<file path="src/rtl/pipe_seq.sv">
// Purpose: power sequencer; PDM mic clock warm-up, then stage enables ramp up and ramp down in reverse order.
// Latency: all outputs are registered; mic rises on the edge that samples en_i, stage i at +WARMUP+i*GAP, ready at +WARMUP+N*GAP.
// Backpressure: none; en_i is level-sensitive, and a re-request during ramp-down waits until OFF is reached.
module pipe_seq #(
  parameter int NUM_STAGES    = 4,
  parameter int WARMUP_CYCLES = 10,
  parameter int STAGE_GAP     = 2
) (
  input  logic                  clk_i,
  input  logic                  rst_i,
  input  logic                  en_i,
  output logic                  mic_clk_en_o,
  output logic [NUM_STAGES-1:0] stage_en_o,
  output logic                  ready_o,
  output logic                  busy_o
);

  // Shared counter covers both the warm-up window and the inter-stage gap.
  localparam int CNT_MAX = (WARMUP_CYCLES > STAGE_GAP) ? WARMUP_CYCLES : STAGE_GAP;
  localparam int CNT_W   = $clog2(CNT_MAX + 1);
  localparam int IDX_W   = $clog2(NUM_STAGES + 1);

  localparam logic [CNT_W-1:0] WARM_LAST = CNT_W'(WARMUP_CYCLES - 1);
  localparam logic [CNT_W-1:0] GAP_LAST  = CNT_W'(STAGE_GAP - 1);
  localparam logic [IDX_W-1:0] IDX_FULL  = IDX_W'(NUM_STAGES);
  localparam logic [IDX_W-1:0] IDX_ZERO  = '0;

  typedef enum logic [2:0] {
    S_OFF       = 3'd0,
    S_WARMUP    = 3'd1,
    S_RAMP_UP   = 3'd2,
    S_ON        = 3'd3,
    S_RAMP_DOWN = 3'd4
  } state_t;

  state_t                  r_state;
  logic [CNT_W-1:0]        r_cnt;
  logic [IDX_W-1:0]        r_idx;      // number of stage bits currently set
  logic                    r_mic;
  logic [NUM_STAGES-1:0]   r_stage;
  logic                    r_ready;
  logic                    r_busy;

  state_t                  w_state_nxt;
  logic [CNT_W-1:0]        w_cnt_nxt;
  logic [IDX_W-1:0]        w_idx_nxt;
  logic                    w_mic_nxt;
  logic [NUM_STAGES-1:0]   w_stage_nxt;
  logic                    w_ready_nxt;
  logic                    w_busy_nxt;

  // Stage enables are kept as a thermometer code: growing shifts a 1 in at
  // bit 0, shrinking drops the highest set bit, so upstream-before-downstream
  // ordering holds by construction.
  logic [NUM_STAGES-1:0]   w_stage_grow;
  logic [NUM_STAGES-1:0]   w_stage_shrink;
  assign w_stage_grow   = (r_stage << 1) | NUM_STAGES'(1);
  assign w_stage_shrink = r_stage >> 1;

  // State, counters and registered outputs; reset wins over everything.
  always_ff @(posedge clk_i) begin
    if (rst_i) begin
      r_state <= S_OFF;
      r_cnt   <= '0;
      r_idx   <= '0;
      r_mic   <= 1'b0;
      r_stage <= '0;
      r_ready <= 1'b0;
      r_busy  <= 1'b0;
    end else begin
      r_state <= w_state_nxt;
      r_cnt   <= w_cnt_nxt;
      r_idx   <= w_idx_nxt;
      r_mic   <= w_mic_nxt;
      r_stage <= w_stage_nxt;
      r_ready <= w_ready_nxt;
      r_busy  <= w_busy_nxt;
    end
  end

  // Next-state and next-output decode; every path starts from "hold".
  always_comb begin
    w_state_nxt = r_state;
    w_cnt_nxt   = r_cnt;
    w_idx_nxt   = r_idx;
    w_mic_nxt   = r_mic;
    w_stage_nxt = r_stage;
    w_ready_nxt = r_ready;

    case (r_state)
      S_OFF: begin
        w_cnt_nxt   = '0;
        w_idx_nxt   = '0;
        w_mic_nxt   = 1'b0;
        w_stage_nxt = '0;
        w_ready_nxt = 1'b0;
        if (en_i) begin
          w_state_nxt = S_WARMUP;
          w_mic_nxt   = 1'b1;
        end
      end

      S_WARMUP: begin
        w_mic_nxt   = 1'b1;
        w_stage_nxt = '0;
        w_ready_nxt = 1'b0;
        if (!en_i) begin
          // Nothing downstream is on yet, so drop straight back to OFF.
          w_state_nxt = S_OFF;
          w_mic_nxt   = 1'b0;
          w_cnt_nxt   = '0;
        end else if (r_cnt == WARM_LAST) begin
          w_state_nxt = S_RAMP_UP;
          w_stage_nxt = NUM_STAGES'(1);
          w_idx_nxt   = IDX_W'(1);
          w_cnt_nxt   = '0;
        end else begin
          w_cnt_nxt = r_cnt + CNT_W'(1);
        end
      end

      S_RAMP_UP: begin
        if (!en_i) begin
          // Abort: unwind from the highest stage already enabled.
          w_state_nxt = S_RAMP_DOWN;
          w_stage_nxt = w_stage_shrink;
          w_idx_nxt   = r_idx - IDX_W'(1);
          w_cnt_nxt   = '0;
        end else if (r_cnt == GAP_LAST) begin
          w_cnt_nxt = '0;
          if (r_idx == IDX_FULL) begin
            // Last stage has had a full gap to settle.
            w_state_nxt = S_ON;
            w_ready_nxt = 1'b1;
          end else begin
            w_stage_nxt = w_stage_grow;
            w_idx_nxt   = r_idx + IDX_W'(1);
          end
        end else begin
          w_cnt_nxt = r_cnt + CNT_W'(1);
        end
      end

      S_ON: begin
        if (!en_i) begin
          w_state_nxt = S_RAMP_DOWN;
          w_ready_nxt = 1'b0;
          w_stage_nxt = w_stage_shrink;
          w_idx_nxt   = r_idx - IDX_W'(1);
          w_cnt_nxt   = '0;
        end
      end

      S_RAMP_DOWN: begin
        // en_i is deliberately ignored here: the ramp-down always completes.
        w_ready_nxt = 1'b0;
        if (r_cnt == GAP_LAST) begin
          w_cnt_nxt = '0;
          if (r_idx == IDX_ZERO) begin
            w_state_nxt = S_OFF;
            w_mic_nxt   = 1'b0;
          end else begin
            w_stage_nxt = w_stage_shrink;
            w_idx_nxt   = r_idx - IDX_W'(1);
          end
        end else begin
          w_cnt_nxt = r_cnt + CNT_W'(1);
        end
      end

      default: begin
        w_state_nxt = S_OFF;
        w_cnt_nxt   = '0;
        w_idx_nxt   = '0;
        w_mic_nxt   = 1'b0;
        w_stage_nxt = '0;
        w_ready_nxt = 1'b0;
      end
    endcase

    w_busy_nxt = (w_state_nxt != S_OFF);
  end

  assign mic_clk_en_o = r_mic;
  assign stage_en_o   = r_stage;
  assign ready_o      = r_ready;
  assign busy_o       = r_busy;

endmodule
</file>
<file path="config.mk">
export PLATFORM = sky130hd
export DESIGN_NAME = pipe_seq
export DESIGN_NICKNAME = d
export VERILOG_FILES = /design/src/rtl/pipe_seq.sv
export SDC_FILE = /design/constraint.sdc
export NUM_CORES = 1
export LEC_CHECK = 0
export CAP_MARGIN = 0
export CORE_MARGIN = 10
export CORE_UTILIZATION = 60
export DETAILED_ROUTE_END_ITERATION = 6
export PLACE_DENSITY = 0.83
export SYNTH_ARGS = -nofsm -noshare
export SYNTH_HDL_FRONTEND = slang
export SYNTH_SLANG_ARGS = --single-unit
</file>
<file path="constraint.sdc">
create_clock -name clk_i -period 4.2 [get_ports clk_i]
set_input_delay 0.84 -clock clk_i [delete_from_list [all_inputs] [get_ports clk_i]]
set_output_delay 0.84 -clock clk_i [all_outputs]
set_load 0.02 [all_outputs]
</file>
==> metrics.md <==
| Metric | Value |
|---|---|
| Min-delay worst type | `flip-flop to flip-flop` |
| Power Dens Cells | `236 mW/mm2` |
| Core area | `0.00173 mm2` |
| Area share of the largest cell type after synthesis | `0.312` |
| Initial antenna violation count | `0` |
| ANT nets after route | `0` |
| Synthesis-to-layout area growth | `9.06%` |
| Kind of critical path | `primary input to flip-flop` |
| Crit-path slowest cell | `clkdlybuf4s50_1` |
| Setup ws final | `1.77 ns` |
| Post-CTS setup buffer count | `0` |
| DP HPWL | `1.67 mm` |
| Commonest non-fill, non-tap cell in the layout | `dfxtp_1` |
| Number of iterations in the first detailed-routing pass | `4` |
| Most frequent cells in the layout | `dfxtp_1, nor2_1, clkdlybuf4s50_1` |
| Initial Util | `0.632` |
| Clk sinks | `17` |
| Die Area | `0.00392 mm2` |
| Routability cong. | `0.790` |
| Cells along the critical path | `clkdlybuf4s50_1 > and4bb_4 > o21bai_4 > o211a_1 > nor2_1 > a211oi_2` |
| Share of cells above drive strength 1 | `0.143` |
| CTS tree | `done` |
| Overall die height | `62.6 um` |
| Largest net degree at the start of global routing | `20` |
| Setup Viol. Count Final | `0` |
| Setup TNS | `0 ns` |
| Slew @ Worst Pin | `0.706 ns` |
| ANT cells | `0` |
| Yosys reg bits | `17` |
| Hold-fix buffers at CTS | `0` |
| Mapped Nets | `128` |
| CTS root buf | `clkbuf_4` |
| Unrepaired setup endpoints after global routing | `no` |
| Tcrit/Tclk final | `0.580` |
| Mean Syn Cell Area | `9.09 um2` |
| GR Overflow Total | `0` |
| Rows | `15` |
| H-tree depth | `1` |
| Crit-path max FO | `12` |
| Initial DRC count | `32` |
| DRC violations left | `0` |
| WL/cell | `15.0 um` |
| Mapped Area | `0.00109 mm2` |
| Peak VDD IR | `0.185 mV` |
| Skew-Pair Late Insertion Delay | `0.30 ns` |
| Place WS | `1.48 ns` |
| Max-slew violation count | `0` |
| Critical Path AT | `2.64 ns` |
| Maxcap violations | `0` |
| Reg2Reg Depth | `5` |
| Final nets | `135` |
| Max clock buf depth | `2` |
| First-pass GRT wire length | `3.94 mm` |
| Startpoint Class | `primary input` |
| Yosys cell types | `45` |
| Post-layout util | `0.689` |
| IO Pins | `10` |
| Total Routed Length | `2.26 mm` |
| Port-buffer cells | `9` |
| Die width | `62.6 um` |
| Seq/Total Area, Yosys | `0.312` |
| Synth area leader | `dfxtp_1` |
| Fin. Hold Viols | `0` |
| Synth top area cells | `dfxtp_1, ha_1, a21oi_1` |
| Num CTS Buffers | `3` |
| Slew HR | `0.528` |
| Fin Clk Skew | `0.00911 ns` |
| CP peak stage delay | `0.62 ns` |
| WP data required | `4.41 ns` |
| Crit end category | `flip-flop` |
| Hold slack | `0.492 ns` |
| Fmax achieved | `0.411 GHz` |
| Status | `finished, final reports clean` |
| Cells after Synth | `120` |
| Number of synthesized flops with an enable pin | `0` |
| Ys Warns | `0` |
| Min cycle time layout | `2.43 ns` |
| Via count | `886` |
| Hold depth | `2` |
| Via-to-Cell Ratio | `5.87` |
| Post-synth ARST share | `0` |
| GRT Overall Usage | `0.119` |
| Vias in the first global route | `853` |
| Fill cells | `159` |
| # resized after CTS | `0` |
| CTS clock-pin slew for the worst setup and hold paths | `0.11 ns` |
| Ys flop type | `dfxtp_1` |
| Leak pwr | `0.000410 uW` |
-- critical path, delay by kind of cell --
kind	cells	cell delay (ns)
AOI/OAI and AO/OA	3	0.74
buffers and inverters	1	0.62
and+or+nand+nor	2	0.43
-- final cells by class --
| type | instances | area [um2] | share of cell area |
|---|---|---|---|
| sequential | 17 | 340 | 0.286 |
| inverter | 7 | 26.3 | 0.0221 |
| tap | 25 | 31.3 | 0.0263 |
| clock inverter | 1 | 5.00 | 0.00421 |
| clock buffer | 3 | 22.5 | 0.0189 |
| multi-input combinational | 89 | 674 | 0.567 |
| timing repair buffer | 9 | 90.1 | 0.0757 |
-- Yosys cell counts (2+ instances only) --
library cell and count:
nand2b_1 5, dfxtp_1 17, a21oi_1 8, nand2b_4 2, nand3b_1 2, a32o_1 2
mux2i_1 2, nand2_1 6, buf_4 2, nand3_1 4, a31oi_1 4, a211oi_2 2
nor3b_1 2, o32ai_1 2, inv_1 7, and3b_1 2, nor2_1 9, a32oi_1 2
buf_6 2, nor2b_1 4, ha_1 5, o21ai_0 6
-- logic make-up after synthesis --
| group | Yosys count | synth area share |
|---|---|---|
| AOI/OAI and AO/OA | 39 | 0.283 |
| xor gates and xnor gates | 1 | 0.00803 |
| adders and majority gates | 5 | 0.0573 |
| buffers and inverters | 14 | 0.0699 |
| DFF | 17 | 0.312 |
| muxes | 2 | 0.0183 |
| and+or+nand+nor | 42 | 0.251 |
-- flip-flops by register name, summed over array words and instances (netlist names) --
register / flops
r_cnt: 4
stage_en_o: 4
r_idx: 3
r_state: 3
busy_o: 1
mic_clk_en_o: 1
ready_o: 1
-- worst paths after layout --
kind                                   start            end  slack [ns]
worst max-delay path                    en_i  stage_en_o[2]        1.77
worst min-delay path            mic_clk_en_o   mic_clk_en_o        0.49
worst max register to register    r_state[0]  stage_en_o[2]        2.31
worst min register to register  mic_clk_en_o   mic_clk_en_o        0.49
-- per-layer routing --
metal	global-route usage	vias up	part of all wire	wire length [um]
met1	0.146	415	0.47	1060
met3	0.0341	6	0.040	91
met5	0	-	0	0
li1	-	449	-	-
met4	0.0475	0	0.018	40
met2	0.191	16	0.47	1070
-- metrics by stage --
stage	area (um2)	instances	total power, uW
final	1190	151	281
after global routing	1190	151	294
after CTS	1190	151	283
after detailed placement	1160	147	195
after global placement	1160	147	194
after floorplan	1090	120	188
-- power breakdown --
part / internal (uW) / switching (uW) / leakage (uW) / total [uW]
clock network: 35.5 / 54.6 / 0.0000177 / 90.2
logic: 10.1 / 14.9 / 0.000254 / 25.0
registers: 163 / 2.70 / 0.000138 / 166
Power figures use the tool's default switching activity.
